===== config.mk =====
export PLATFORM = sky130hd
export DESIGN_NAME = seq_div_32_flat
export DESIGN_NICKNAME = d
export VERILOG_FILES = /design/src/rtl/seq_div_32_if.sv /design/src/rtl/seq_div_32.sv /design/src/flat_wrapper.sv
export SDC_FILE = /design/constraint.sdc
export NUM_CORES = 1
export LEC_CHECK = 0
export CAP_MARGIN = 20
export CORE_AREA = 2 2 190 192
export DETAILED_ROUTE_END_ITERATION = 16
export DIE_AREA = 0 0 192 194
export PLACE_DENSITY_LB_ADDON = 0.05
export SLEW_MARGIN = 0
export SYNTH_ARGS = -nofsm -noshare
export SYNTH_HDL_FRONTEND = slang
export SYNTH_SLANG_ARGS = --single-unit

===== constraint.sdc =====
create_clock -name clock -period 5.13 [get_ports clock]
set_clock_uncertainty 0.05 [all_clocks]
set_input_delay 0.513 -clock clock [delete_from_list [all_inputs] [get_ports clock]]
set_output_delay 0.513 -clock clock [all_outputs]
set_load 0.02 [all_outputs]

===== src/rtl/seq_div_32_if.sv =====
// seq_div_32 handshake bundle: start/operands in, status/results out.
// Control unit is master, divider is slave.
interface seq_div_32_if #(
    parameter int WIDTH = 32
);
    logic             start;
    logic [WIDTH-1:0] dividend;
    logic [WIDTH-1:0] divisor;
    logic             busy;
    logic             done;
    logic             div_by_zero;
    logic [WIDTH-1:0] quotient;
    logic [WIDTH-1:0] remainder;

    modport master (
        output start, dividend, divisor,
        input  busy, done, div_by_zero, quotient, remainder
    );

    modport slave (
        input  start, dividend, divisor,
        output busy, done, div_by_zero, quotient, remainder
    );
endinterface


===== src/rtl/seq_div_32.sv =====
// seq_div_32: multi-cycle restoring divider, quotient -> ZLow, remainder -> ZHigh.
// Define SEQ_DIV_SIGNED_EN for two's-complement signed division (default unsigned).
module seq_div_32 #(
    parameter int WIDTH = 32
) (
    input  logic         clock,
    input  logic         clear,
    seq_div_32_if.slave  bus
);
    localparam int CW = $clog2(WIDTH + 1);

    typedef enum logic [1:0] {IDLE, CALC, FIX, DONE} state_t;

    state_t           state;
    state_t           state_nx;
    logic [CW-1:0]    count;
    logic [WIDTH-1:0] acc;
    logic [WIDTH-1:0] quo;
    logic [WIDTH-1:0] dsr;
    logic             zero_div;
    logic             busy_d;
    logic             done_d;
    logic             busy_q;
    logic             done_q;
    logic             dbz_q;
    logic [WIDTH-1:0] quot_q;
    logic [WIDTH-1:0] rem_q;
    logic [WIDTH-1:0] a_mag;
    logic [WIDTH-1:0] b_mag;
    logic [WIDTH:0]   shifted;
    logic [WIDTH+1:0] diff;
    logic [WIDTH-1:0] q_fix;
    logic [WIDTH-1:0] r_fix;

`ifdef SEQ_DIV_SIGNED_EN
    logic sign_a;
    logic sign_b;
    logic [WIDTH-1:0] r_src;

    always_comb begin
        a_mag = bus.dividend[WIDTH-1] ? WIDTH'(0) - bus.dividend : bus.dividend;
        b_mag = bus.divisor[WIDTH-1]  ? WIDTH'(0) - bus.divisor  : bus.divisor;
        // remainder follows the dividend's sign: truncation toward zero
        r_src = zero_div ? quo : acc;
        r_fix = sign_a ? WIDTH'(0) - r_src : r_src;
        q_fix = (sign_a ^ sign_b) ? WIDTH'(0) - quo : quo;
    end

    always_ff @(posedge clock) begin
        if (clear) begin
            sign_a <= 1'b0;
            sign_b <= 1'b0;
        end else if (state == IDLE && bus.start) begin
            sign_a <= bus.dividend[WIDTH-1];
            sign_b <= bus.divisor[WIDTH-1];
        end
    end
`else
    always_comb begin
        a_mag = bus.dividend;
        b_mag = bus.divisor;
        r_fix = zero_div ? quo : acc;
        q_fix = quo;
    end
`endif

    // one restoring step: WIDTH+1-bit trial subtract, top bit is the borrow
    always_comb begin
        shifted = {acc, quo[WIDTH-1]};
        diff    = {1'b0, shifted} - {2'b00, dsr};
    end

    always_ff @(posedge clock) begin
        if (clear) state <= IDLE;
        else       state <= state_nx;
    end

    always_comb begin
        state_nx = state;
        case (state)
            IDLE: if (bus.start)
                      state_nx = (bus.divisor == '0) ? FIX : CALC;
            CALC: if (count == CW'(1)) state_nx = FIX;
            FIX:  state_nx = DONE;
            DONE: state_nx = IDLE;
            default: state_nx = IDLE;
        endcase
    end

    always_comb begin
        busy_d = (state == CALC) || (state == FIX);
        done_d = (state == DONE);
    end

    always_ff @(posedge clock) begin
        if (clear) begin
            busy_q   <= 1'b0;
            done_q   <= 1'b0;
            dbz_q    <= 1'b0;
            quot_q   <= '0;
            rem_q    <= '0;
            count    <= '0;
            acc      <= '0;
            quo      <= '0;
            dsr      <= '0;
            zero_div <= 1'b0;
        end else begin
            busy_q <= busy_d;
            done_q <= done_d;
            case (state)
                IDLE: if (bus.start) begin
                    quo      <= a_mag;
                    dsr      <= b_mag;
                    acc      <= '0;
                    count    <= CW'(WIDTH);
                    zero_div <= (bus.divisor == '0);
                    dbz_q    <= 1'b0;
                end
                CALC: begin
                    count <= count - CW'(1);
                    if (!diff[WIDTH+1]) begin
                        acc <= diff[WIDTH-1:0];
                        quo <= {quo[WIDTH-2:0], 1'b1};
                    end else begin
                        acc <= shifted[WIDTH-1:0];
                        quo <= {quo[WIDTH-2:0], 1'b0};
                    end
                end
                FIX: begin
                    quot_q <= zero_div ? '1 : q_fix;
                    rem_q  <= r_fix;
                    dbz_q  <= zero_div;
                end
                default: ;
            endcase
        end
    end

    assign bus.busy        = busy_q;
    assign bus.done        = done_q;
    assign bus.div_by_zero = dbz_q;
    assign bus.quotient    = quot_q;
    assign bus.remainder   = rem_q;
endmodule


===== src/flat_wrapper.sv =====
// flat-port wrapper written by rule: the top's interface ports become plain ports
module seq_div_32_flat 
#(
    parameter int WIDTH = 32
)
  (clock, clear, bus_start, bus_dividend, bus_divisor, bus_busy, bus_done, bus_div_by_zero, bus_quotient, bus_remainder);
  seq_div_32_if #(.WIDTH(WIDTH)) bus_i ();
  input  logic clock;
  input  logic clear;
  input wire logic [$bits(bus_i.start)-1:0] bus_start;
  input wire logic [$bits(bus_i.dividend)-1:0] bus_dividend;
  input wire logic [$bits(bus_i.divisor)-1:0] bus_divisor;
  output wire logic [$bits(bus_i.busy)-1:0] bus_busy;
  output wire logic [$bits(bus_i.done)-1:0] bus_done;
  output wire logic [$bits(bus_i.div_by_zero)-1:0] bus_div_by_zero;
  output wire logic [$bits(bus_i.quotient)-1:0] bus_quotient;
  output wire logic [$bits(bus_i.remainder)-1:0] bus_remainder;
  assign bus_i.start = bus_start;
  assign bus_i.dividend = bus_dividend;
  assign bus_i.divisor = bus_divisor;
  assign bus_busy = bus_i.busy;
  assign bus_done = bus_i.done;
  assign bus_div_by_zero = bus_i.div_by_zero;
  assign bus_quotient = bus_i.quotient;
  assign bus_remainder = bus_i.remainder;
  seq_div_32 #(.WIDTH(WIDTH)) u_core (.clock(clock), .clear(clear), .bus(bus_i));
endmodule

### Word-level counts from Yosys, hierarchy flattened

Index checks and enable logic that the tools add are counted.

| cells by class | value |
|---|---|
| bitwise operators | 0 |
| magnitude comparators | 0 |
| $add $sub $neg | 2 |
| muxes and demuxes | 16 |
| divide/modulo/power cells | 0 |
| multiply operators | 0 |
| equal/unequal tests | 6 |
| reduce and logical (&&, ||, !) cells | 9 |
| shift-type cells | 0 |

Operators by type and width:

| cell | count |
|---|---|
| 32-bit two-way mux | 5 |
| 32-bit one-hot mux with 2 select lines | 2 |
| 33-bit by 32-bit subtractor with 34-bit output | 1 |
| 32-bit logical NOT | 1 |
| 6-bit one-hot mux with 2 select lines | 1 |
| 2-bit one-hot mux with 4 select lines | 1 |
| 2-bit AND reduction | 4 |
| 6-bit by 1-bit == test with 1-bit output, second input constant | 1 |
| 2-bit two-way mux | 3 |
| 6-bit two-way mux | 1 |
| 6-bit by 1-bit subtractor with 6-bit output, second input constant | 1 |
| 2-bit == test, second input constant | 2 |
| 2-bit nonzero test | 2 |
| 2-bit by 1-bit == test with 1-bit output, second input constant | 1 |
| 2-bit logical NOT | 1 |
| 1-bit two-way mux | 2 |
| 2-bit by 1-bit != test with 1-bit output, second input constant | 1 |
| 2-bit != test, second input constant | 1 |
| 1-bit one-hot mux with 2 select lines | 1 |
| 1-bit logical OR | 1 |

| word-level totals | value |
|---|---|
| ROM bits | 0 |
| memories kept | 0 |
| logic and storage cells | 44 |
| output and inout bits | 67 |
| bits of input ports | 67 |
| latch bits | 0 |
| bits in registers | 172 |
| bits in writable memories | 0 |

### Depth between registers and ports, before layout

Gate-level depths: netlist of run 1.

| logic depth | value |
|---|---|
| word-level depth | 4 |
| mapped depth | 13 |
| mapped depth without buffers | 13 |

### Least setup slack after synthesis of run 1

OpenSTA, ideal clock, no wires.

| timing path | value |
|---|---|
| kind | reg2reg |
| start point | register u_core.quo[31], in the netlist u_core.q_fix[31] |
| end point | register u_core.acc[16] |
| arrival | 2443 ps |
| library setup time | 117 ps |
| period minus slack after synthesis | 2609 ps |
| stages on the path, launching flop included | 14 |
| data required time | 4963 ps |
| buffers on the path | 0 |
| slack | 2521 ps |
| path through | dfxtp_1 > inv_1 > ha_1 > inv_1 > fa_1 > a21oi_1 > nand4b_2 > nand2_1 > a31oi_1 > o21ai_1 > a211oi_1 > xor2_1 > o21ai_1 > a22o_1 |

| on the way | value |
|---|---|
| cells in the longest elaborated chain, start to end | 3 |

Ends and longest elaborated chain:

| element | RTL line | source |
|---|---|---|
| start, declared | seq_div_32.sv:18 | `logic [WIDTH-1:0] quo;` |
| start signal, assigned | seq_div_32.sv:112 | `quo <= a_mag;` |
| start signal, assigned | seq_div_32.sv:123 | `quo <= {quo[WIDTH-2:0], 1'b1};` |
| start signal, assigned | seq_div_32.sv:126 | `quo <= {quo[WIDTH-2:0], 1'b0};` |
| 33-bit by 32-bit subtractor with 34-bit output | seq_div_32.sv:70 | `diff = {1'b0, shifted} - {2'b00, dsr};` |
| 32-bit two-way mux | seq_div_32.sv:121 | `if (!diff[WIDTH+1]) begin` |
| 32-bit one-hot mux with 2 select lines | seq_div_32.sv:110 | `case (state)` |
| end signal, assigned | seq_div_32.sv:122 | `acc <= diff[WIDTH-1:0];` |
| end signal, assigned | seq_div_32.sv:125 | `acc <= shifted[WIDTH-1:0];` |
| end, declared | seq_div_32.sv:17 | `logic [WIDTH-1:0] acc;` |

Every way passes these cells.
A chain may end at the register's enable or synchronous reset.

### Final worst setup path of run 1

| timing path | value |
|---|---|
| start point | register u_core.dsr[4] |
| end point | register u_core.quo[0], in the netlist u_core.q_fix[0] |

| on the way | value |
|---|---|
| cells in the longest elaborated chain, start to end | 3 |

Ends and longest elaborated chain:

| element | RTL line | source |
|---|---|---|
| start, declared | seq_div_32.sv:19 | `logic [WIDTH-1:0] dsr;` |
| start signal, assigned | seq_div_32.sv:113 | `dsr <= b_mag;` |
| 33-bit by 32-bit subtractor with 34-bit output | seq_div_32.sv:70 |  |
| 1-bit two-way mux | seq_div_32.sv:121 |  |
| 32-bit one-hot mux with 2 select lines | seq_div_32.sv:110 |  |

Every way passes these cells.

==> reports/qor.yml, run 1 <==
yosys:
  synthTopCellsByArea: "dfxtp_1 41%, nor2_1 5.8%, ha_1 5.7%"
  yosys.area.top_type_share_pct: 41.3
  ys_warn_count: 0
  synth_edf_count: 0
  syn_avg_cell_area_um2: 8.22
  ys_ff_latch: 172
  ys_types: 54
  synth_area_leader_cell: "dfxtp_1"
  netlist_instances: 1013
  async_reset_ff_share_pct: 0
  syn-cell-area_um2: 8330
  ys_seq_area_share_pct: 41.3
  syn-num-nets: 1119
  synthFlopType: "dfxtp_1"
placed_design:
  post-place-ws_ns: 1.88
  dp_hpwl_um: 20100
  place_congestion: 0.828
  placed_area_um2: 10000
  portBuffers: 133
critical_path:
  start_kind: "register"
  cp.required_ns: 5.39
  worstSetupPathType: "register to register"
  rr_worst_depth: 12
  slowest_delay_ns: 0.48
  path_depth: 12
  reg2reg_slack_ns: 1.92
  crit_path_frequent_cell: "nor2_1"
  crit_chain: "inv_1, ha_1, and2_1, o2111a_1, a31oi_1, a211oi_2, nor2_1, o21a_2, buf_4, nor2_1, a221oi_1, nor2_1"
  cp_slowest_cell: "o21a_2"
  reg2reg_from: "u_core.dsr[4]"
  critPathTopFamily: "compound AO/OA/AOI/OAI gates"
  reg2reg_to: "u_core.q_fix[0]"
  end_kind: "register"
  cp_max_fo: 28
  cp_num_buf_inv: 2
  worstPathArrival_ns: 3.47
global_route:
  antenna_found_initial: 0
  grt_max_degree: 101
  grtUsageTotal_pct: 15.3
  use_met3_pct: 2.70
  use_met2_pct: 22.5
  busiest_layer: "met1"
  grt_overflow_total: 0
  grt_pass1_vias: 7360
  grt_pass1_wl_um: 44000
  use_met1_pct: 22.8
cells_and_area:
  finalNetCount: 1212
  fin_area_um2: 10600
  drive_gt1_share_pct: 5.54
  diodes: 0
  areaGrowthSynthToFinish_pct: 27.4
  final_util_pct: 30.1
hold_path:
  hold-path-cell-count: 2
  min_to: "u_core.dsr[7]"
  hold_path.class: "register to register"
  worstHoldStart: "u_core.dsr[7]"
floorplan:
  die_w_um: 192
  coreArea_um2: 35200
  die_area_um2: 37200
  pin_count: 134
  die_h_um: 194
  start_util_pct: 23.6
  rows: 69
detailed_routing:
  vias: 7370
  drc: 0
  drtAntennaViolNets: 0
  routedWlPerCell_um: 17.6
  drtIter0Drc: 290
  routed_wl_um: 27900
  vias_per_cell: 4.66
  drtPass1Iterations: 5
clock_tree:
  postCtsSetupBuffers: 0
  cts_tree: "built"
  cts_sinks: 172
  clk_pin_slew_ns: 0.08
  clockRootBuffer: "clkbuf_16"
  postCtsHoldBufs: 0
  clockBufferDepth: 2
  cts_buffers: 17
  clock_latency_ns: 0.44
  htreeDepth: 4
  postCtsResizedCells: 0
run:
  maxCapViolations: 0
power:
  peakVddDrop_mv: 0.235
  power.leakage_uw: 0.00387
  power_uw: 6590
  pwr_density_cell_nw_per_um2: 621
sta:
  rsz0062_at_grt: "false"
  tightest_slew_ns: 1.08
  slew_violations: 0
  fmax_mhz: 311
  final.min_clock_period_ns: 3.21
  finalCritPeriodShare_pct: 62.6
  fin_setup_tns_ns: 0
  worst_slack_ns: 1.92
  setup_viol: 0
  hold_viol: 0
  slew_headroom_pct: 28.2
run_status:
  run_status: "finished, final reports clean"
==> worst reg2reg max path: stages, from the launching register on <==
cell      delay (ns)
dfxtp_1         0.33
inv_1           0.04
ha_1            0.37
and2_1          0.17
o2111a_1        0.22
a31oi_1         0.24
a211oi_2        0.14
nor2_1          0.28
o21a_2          0.48
buf_4           0.39
nor2_1          0.09
a221oi_1        0.22
nor2_1          0.06
==> how the worst max path moves through the flow <==
stage | start | to | slack (ns)
floorplan | u_core.q_fix[31] | u_core.acc[16] | 2.52
global placement | u_core.dsr[9] | u_core.q_fix[0] | 1.96
detailed placement | u_core.acc[0] | u_core.q_fix[0] | 1.88
finish | u_core.dsr[4] | u_core.q_fix[0] | 1.92
CTS | u_core.acc[0] | u_core.q_fix[0] | 1.86
global route | u_core.dsr[4] | u_core.q_fix[0] | 1.58
==> per-stage QoR <==
step | hold WS [ns] | cells
3_3_place_gp | 0.394 | 1547
6_report | 0.405 | 1580
3_5_place_dp | 0.398 | 1547
4_1_cts | 0.409 | 1579
5_1_grt | 0.427 | 1580
2_1_floorplan | 0.386 | 1013
==> area by class of cell <==
| class | instances | area, um^2 |
|---|---|---|
| well taps | 461 | 577 |
| clock buffers | 19 | 443 |
| repair buffers | 145 | 1440 |
| clock inverters | 13 | 93.8 |
| flip-flops and latches | 172 | 3440 |
| inverters | 46 | 173 |
| fillers | 3844 | 24600 |
| multi-input cells | 724 | 4440 |
==> per-layer routing <==
| layer | vias up | wire length (um) | share of wire, % |
|---|---|---|---|
| li1 | 3790 | - | - |
| met2 | 115 | 11800 | 42 |
| met4 | 0 | 272 | 0.98 |
| met1 | 3452 | 14900 | 53 |
| met5 | - | 0 | 0 |
| met3 | 13 | 883 | 3.2 |
==> layout by cell type, fill, tap and decap left out, types with 3 or more instances in the layout <==
cell and instances:
xnor2_1 18, a22o_1 12, a21o_1 10, inv_1 46, clkinvlp_4 4, o211ai_1 3, ha_1 37, buf_4 12
clkinv_4 3, o21ai_1 32, a211oi_1 38, dfxtp_1 171, nand4_1 9, xor2_1 14, o22ai_1 62, and2_1 4
and3_1 3, a31oi_1 5, a21oi_1 71, or3_1 4, a21oi_2 4, nand3_1 5, o21ai_0 15, nor3_1 38
a32oi_1 12, clkinv_2 4, o21a_1 3, nor4_1 11, nand2b_1 5, clkdlybuf4s50_1 132, nor2_1 127, nand2_1 113
mux2i_1 36, clkbuf_16 17, nor2b_1 5
==> cell families (layout without fill, tap and decap cells) <==
kind of cell             count (synthesis)  in the layout  synth area share, %
multiplexers                            36             36                 4.33
AO/OA/AOI/OAI                          284            284                 22.1
flip-flops                             172            172                 41.3
AND/OR/NAND/NOR                        333            333                 17.3
adder cells (fa/ha/maj)                 39             39                 5.95
buffers and inverters                  117            223                 5.62
XOR/XNOR                                32             32                 3.37
==> state kept, by name (all words and copies together), names as in the netlist <==
name                    count
u_core.bus.div_by_zero      1
u_core.zero_div             1
u_core.bus.remainder       32
u_core.acc                 32
u_core.state                2
u_core.dsr                 32
u_core.q_fix               32
u_core.bus.done             1
u_core.count                6
u_core.bus.quotient        32
u_core.bus.busy             1
==> synthesized netlist by cell type (all sizes together), types with 12 or more instances <==
cell / n
a22o: 12
inv: 46
dfxtp: 172
nor3: 39
mux2i: 36
xor2: 14
clkbuf: 51
xnor2: 18
o21ai: 49
a21oi: 75
a211oi: 39
ha: 38
a32oi: 12
nand2: 113
nor2: 128
buf: 20
o22ai: 62
==> where the power goes <==
part / leakage (uW) / internal (uW) / switching [uW]
sequential: 0.00141 / 1740 / 377
clock: 0.000256 / 634 / 597
combinational: 0.00221 / 1350 / 1890
No activity file was read; power rests on OpenSTA's default activity.
==> inputs of run 2 (changes only) <==
==> constraint.sdc (replaced) <==
create_clock -name clock -period 2.63 [get_ports clock]
set_clock_uncertainty 0.05 [all_clocks]
set_input_delay 0.263 -clock clock [delete_from_list [all_inputs] [get_ports clock]]
set_output_delay 0.263 -clock clock [all_outputs]
set_load 0.02 [all_outputs]
==> run 2 against run 1 <==
Combinational power up 140%; count of clock-buffer cells in the layout unchanged; maximum frequency up 25%; utilization up 3.5 points; clock power up 100%; via count up 3.8%; largest power group unchanged; power up 120%; sequential share of layout area down 3.2 points; highest routed layer unchanged; register-to-register slack worse by 1.9 ns; non-clock buffer count up 97; sequential power up 93%.
==> reports/qor.yml, run 2 (synthesized netlist as in run 1, its figures left out) <==
run_status:
  run_status: "finished, final reports clean"
detailed_routing:
  vias_per_cell: 4.56  # -2.2%
  drtIter0Drc: 270  # -6.9%
  routed_wl_um: 28900  # +3.7%
  drtPass1Iterations: 4  # -1
  drc: 0  # unchanged
  drtAntennaViolNets: 0  # unchanged
  routedWlPerCell_um: 17.2  # -2.3%
  vias: 7653  # +3.8%
critical_path:
  crit_chain: "inv_2, ha_4, inv_2, fa_2, a21oi_2, nand4b_4, a2111oi_4, nor3_4, o31ai_4, buf_4, nand2b_1, nand2_1, xnor2_1, o21ai_1"
  cp_num_buf_inv: 3  # +1
  worstSetupPathType: "register to register"
  cp_slowest_cell: "a2111oi_4"
  slowest_delay_ns: 0.42  # -0.06 ns
  critPathTopFamily: "compound AO/OA/AOI/OAI gates"
  cp_max_fo: 4  # -86%
  cp.required_ns: 2.90  # -2.49 ns
  worstPathArrival_ns: 2.83  # -0.64 ns
  start_kind: "register"
  end_kind: "register"
  crit_path_frequent_cell: "inv_2"
power:
  power_uw: 14200  # +120%
  peakVddDrop_mv: 0.533  # +130%
  power.leakage_uw: 0.00446  # +15%
  pwr_density_cell_nw_per_um2: 1200  # +94%
clock_tree:
  clock_latency_ns: 0.44  # about the same
  cts_sinks: 172  # unchanged
  clockBufferDepth: 2  # unchanged
  cts_tree: "built"
  postCtsHoldBufs: 0  # unchanged
  htreeDepth: 4  # unchanged
  cts_buffers: 17  # unchanged
  clk_pin_slew_ns: 0.07  # about the same
  clockRootBuffer: "clkbuf_16"
floorplan:
  die_w_um: 192  # unchanged
  pin_count: 134  # unchanged
  rows: 69  # unchanged
  die_h_um: 194  # unchanged
  start_util_pct: 23.6  # unchanged
  coreArea_um2: 35200  # unchanged
  die_area_um2: 37200  # unchanged
run:
  maxCapViolations: 0  # unchanged
placed_design:
  placed_area_um2: 10800  # +7.3%
  dp_hpwl_um: 21000  # +4.6%
  place_congestion: 0.791  # -4.4%
  portBuffers: 133  # unchanged
cells_and_area:
  diodes: 0  # unchanged
  layout_commonest_cell: "dfxtp_1"
  seqCellArea_um2: 3460  # +0.47%
  finalNetCount: 1310  # +8.1%
  areaGrowthSynthToFinish_pct: 42.0
  layout_common_cells: "158 x dfxtp_1, 132 x clkdlybuf4s50_1, 126 x nor2_1"
  fin_area_um2: 11800  # +11%
  drive_gt1_share_pct: 17.8  # +12 points
  fillerInstances: 3726  # -3.1%
  multi_input_area_um2: 4790  # +8.0%
sta:
  slew_violations: 0  # unchanged
  tightest_slew_ns: 0.709  # -0.368 ns
  slew_headroom_pct: 52.7  # +25 points
  setup_viol: 0  # unchanged
  rsz0062_at_grt: "true"
  final.min_clock_period_ns: 2.56  # -0.649 ns
  finalCritPeriodShare_pct: 97.5  # +35 points
  fmax_mhz: 390  # +25%
  hold_viol: 0  # unchanged
global_route:
  grt_pass1_vias: 7414  # +0.73%
  grtUsageTotal_pct: 15.3  # about the same
  grt_overflow_total: 0  # unchanged
  antenna_found_initial: 0  # unchanged
  grt_pass1_wl_um: 43900  # -0.28%
  grt_max_degree: 141  # +40%
hold_path:
  hold_path.class: "input pin to register"
-- run 2: cell types whose count changed in the layout (fill, tap and decap cells not counted), moves of 4 or more --
cell | previous run | this run
ha_4 | 1 | 12
inv_1 | 46 | 42
dfxtp_1 | 171 | 158
buf_6 | 0 | 4
ha_1 | 37 | 26
inv_2 | 0 | 4
dfxtp_2 | 1 | 14
a21oi_1 | 71 | 64
buf_12 | 0 | 5
buf_4 | 12 | 98
a21oi_2 | 4 | 11
-- run 2: stage by stage --
step / hold slack [ns] / std cells / TNS (ns) / util (%) / setup WS [ns]
final: 0.336 / 1677 / 0 / 33.6 / 0.0659
after global routing: 0.359 / 1677 / -0.445 / 33.6 / -0.0993
after CTS: 0.322 / 1667 / 0 / 32.3 / 0.000998
after detailed placement: 0.397 / 1636 / -0.289 / 30.6 / -0.0745
after global placement: 0.394 / 1636 / -0.237 / 30.6 / -0.0476
after floorplan: 0.349 / 1013 / 0 / - / 0.0206
-- run 2: power breakdown --
| part | leakage, uW | switching, uW | internal [uW] |
|---|---|---|---|
| registers | 0.00141 | 690 | 3410 |
| clock network | 0.000263 | 1160 | 1330 |
| logic | 0.00278 | 4090 | 3550 |
-- run 2: final cells by class --
class                   count  share of cell area (%)
clock buffers              19                    3.75
clock inverters            12                   0.963
inverters                  46                    1.46
multi-input cells         725                    40.5
flip-flops and latches    172                    29.3
well taps                 461                    4.88
repair buffers            242                    19.2
-- run 2: what timing repair did --
item                       4_1_cts  5_1_grt
resized for setup                8       71
setup buffers                    0        6
pin swaps                       11       33
setup endpoints to repair       13       33
gates cloned                     0        4
-- run 2: tightest hold or removal path: stages --
cell	delay [ns]
buf_4	0.13
or2_2	0.28
o21ai_1	0.10
-- run 2: worst paths after layout --
check / cells after the start / endpoint / slack [ns] / start
worst max-delay path: 14 / u_core.acc[24] / 0.07 / u_core.q_fix[31]
worst min-delay path: 3 / u_core.acc[20] / 0.34 / clear
worst max register to register: 14 / u_core.acc[24] / 0.07 / u_core.q_fix[31]
worst min register to register: 2 / u_core.dsr[8] / 0.40 / u_core.dsr[8]
-- run 2: routing by layer --
| layer | GRT usage, % | share of wire, % |
|---|---|---|
| met1 | 22.9 | 54 |
| met4 | 3.51 | 0.54 |
| met3 | 2.57 | 2.8 |
| met5 | 0 | 0 |
| met2 | 22.5 | 43 |
==> inputs of run 3 (changes only) <==
--- a/config.mk
+++ b/config.mk
@@ -6,10 +6,11 @@
 export NUM_CORES = 1
 export LEC_CHECK = 0
 export CAP_MARGIN = 20
-export CORE_AREA = 2 2 190 192
+export CORE_AREA = 2 2 134 136
 export DETAILED_ROUTE_END_ITERATION = 16
-export DIE_AREA = 0 0 192 194
+export DIE_AREA = 0 0 136 138
 export PLACE_DENSITY_LB_ADDON = 0.05
+export SETUP_SLACK_MARGIN = 0.5
 export SLEW_MARGIN = 0
 export SYNTH_ARGS = -nofsm -noshare
 export SYNTH_HDL_FRONTEND = slang
==> run 3 against run 2 <==
Count of clock-buffer cells in the layout fell by 1; critical endpoint is now u_core.acc[26]; largest power group unchanged; global-route usage rose by 10 points; sequential power barely moved; critical path depth fell by 2; clock power rose by 4%; wire length fell by 17%.
==> reports/qor.yml, run 3 (synthesized netlist as in run 1, its figures left out) <==
detailed_routing:
  drc: 0  # unchanged
  drtPass1Iterations: 5  # +1
  drtAntennaViolNets: 0  # unchanged
  vias: 7941  # +3.8%
  routedWlPerCell_um: 16.8  # -2.7%
  vias_per_cell: 5.53  # +21%
  routed_wl_um: 24100  # -17%
  drtIter0Drc: 507  # +88%
global_route:
  grt_overflow_total: 0  # unchanged
  grt_max_degree: 72  # -49%
  antenna_found_initial: 0  # unchanged
  grt_pass1_wl_um: 37800  # -14%
  grt_pass1_vias: 7384  # -0.40%
  grtUsageTotal_pct: 25.3  # +10 points
power:
  power.leakage_uw: 0.00455  # +2.0%
  peakVddDrop_mv: 0.654  # +23%
  pwr_density_cell_nw_per_um2: 1260  # +5.1%
run_status:
  run_status: "finished, final reports clean"
clock_tree:
  clk_pin_slew_ns: 0.07  # about the same
  cts_tree: "built"
  cts_sinks: 172  # unchanged
  htreeDepth: 4  # unchanged
  cts_buffers: 17  # unchanged
  clockBufferDepth: 2  # unchanged
  clockRootBuffer: "clkbuf_16"
  clock_latency_ns: 0.44  # about the same
  postCtsHoldBufs: 0  # unchanged
cells_and_area:
  layout_commonest_cell: "dfxtp_1"
  seqCellArea_um2: 3470  # +0.14%
  diodes: 0  # unchanged
  fillerInstances: 1498  # -60%
  multi_input_area_um2: 4980  # +3.9%
  layout_common_cells: "154 x dfxtp_1, 132 x clkdlybuf4s50_1, 119 x nor2_1"
  finalNetCount: 1300  # -0.76%
  fin_area_um2: 11800  # -0.23%
  areaGrowthSynthToFinish_pct: 41.7
  drive_gt1_share_pct: 21.3  # +3.5 points
critical_path:
  start_kind: "register"
  cp_max_fo: 4  # unchanged
  slowest_delay_ns: 0.37  # -0.05 ns
  cp_slowest_cell: "o31ai_4"
  cp.required_ns: 2.90  # about the same
  crit_chain: "ha_4, buf_4, a21oi_1, o21ai_1, a22o_1, nor3_2, buf_4, o31ai_4, a21oi_2, nor2b_4, xor2_1, o21ai_1"
  worstPathArrival_ns: 2.85  # +0.02 ns
  end_kind: "register"
  worstSetupPathType: "register to register"
sta:
  setup_viol: 0  # unchanged
  slew_violations: 0  # unchanged
  final.min_clock_period_ns: 2.58  # +0.0152 ns
  tightest_slew_ns: 0.765  # +0.0558 ns
  rsz0062_at_grt: "true"
  slew_headroom_pct: 49.0  # -3.7 points
  hold_viol: 0  # unchanged
  fin_setup_tns_ns: 0  # unchanged
  worst_slack_ns: 0.0507  # -0.0152 ns
  fmax_mhz: 388  # -0.59%
  finalCritPeriodShare_pct: 98.1  # +0.58 points
placed_design:
  dp_hpwl_um: 16400  # -22%
  portBuffers: 133  # unchanged
  place_congestion: 0.865  # +9.3%
  placed_area_um2: 10400  # -3.6%
  post-place-ws_ns: -0.0585  # +0.0160 ns
floorplan:
  rows: 49  # -29%
  die_w_um: 136  # -29%
  die_h_um: 138  # -29%
  coreArea_um2: 17500  # -50%
  pin_count: 134  # unchanged
  die_area_um2: 18800  # -50%
  start_util_pct: 47.5  # +24 points
run:
  maxCapViolations: 0  # unchanged
hold_path:
  hold_path.class: "input pin to register"
==> run 3: area by class of cell <==
class,instances,share of cell area (%)
multi-input combinational,725,42.2
clock buffer,18,3.72
tap,229,2.43
clock inverter,14,1.45
sequential,172,29.4
timing repair buffer,232,19.3
inverter,46,1.46
==> run 3: repair_timing <==
action	4_1_cts	5_1_grt
setup endpoints to repair	34	34
pin swaps	40	42
setup buffers	11	10
cloned	5	1
gates resized for setup	57	58
==> run 3: path summary, 6_finish.rpt <==
kind,startpoint,endpoint,slack [ns],depth (start not counted)
hold reg to reg,u_core.dsr[27],u_core.dsr[27],0.40,2
setup / recovery,u_core.acc[6],u_core.acc[26],0.05,12
hold / removal,clear,u_core.bus.quotient[30],0.13,2
setup reg to reg,u_core.acc[6],u_core.acc[26],0.05,12
==> run 3: per-stage QoR <==
stage	instances	utilization (%)	hold WS, ns	total power, uW
global route	1436	67.3	0.131	15900
finish	1436	67.3	0.132	14900
floorplan	1013	-	0.341	8520
CTS	1425	65.4	0.130	14400
detailed placement	1377	59.2	0.396	10800
global placement	1377	59.2	0.392	10800
==> run 3: worst max-delay path: cells and delay by family, from the launching register on <==
kind	cells	cell delay (ns)
compound gates	6	1.14
xor+xnor	1	0.12
fa+ha+maj	1	0.32
buf+inv	2	0.29
flops	1	0.35
simple gates	2	0.20
==> run 3: metal layers <==
layer / track usage [%] / vias to the layer above / wire length [um]
li1: - / 3960 / -
met1: 37.5 / 3751 / 11700
met4: 6.58 / 0 / 219
met2: 38.4 / 215 / 11000
met5: 0 / - / 0
met3: 3.67 / 15 / 1170
==> run 3: power by group <==
group          total, uW  internal (uW)  switching, uW
combinational       8270           3970           4310
sequential          4070           3410            659
clock               2580           1390           1200
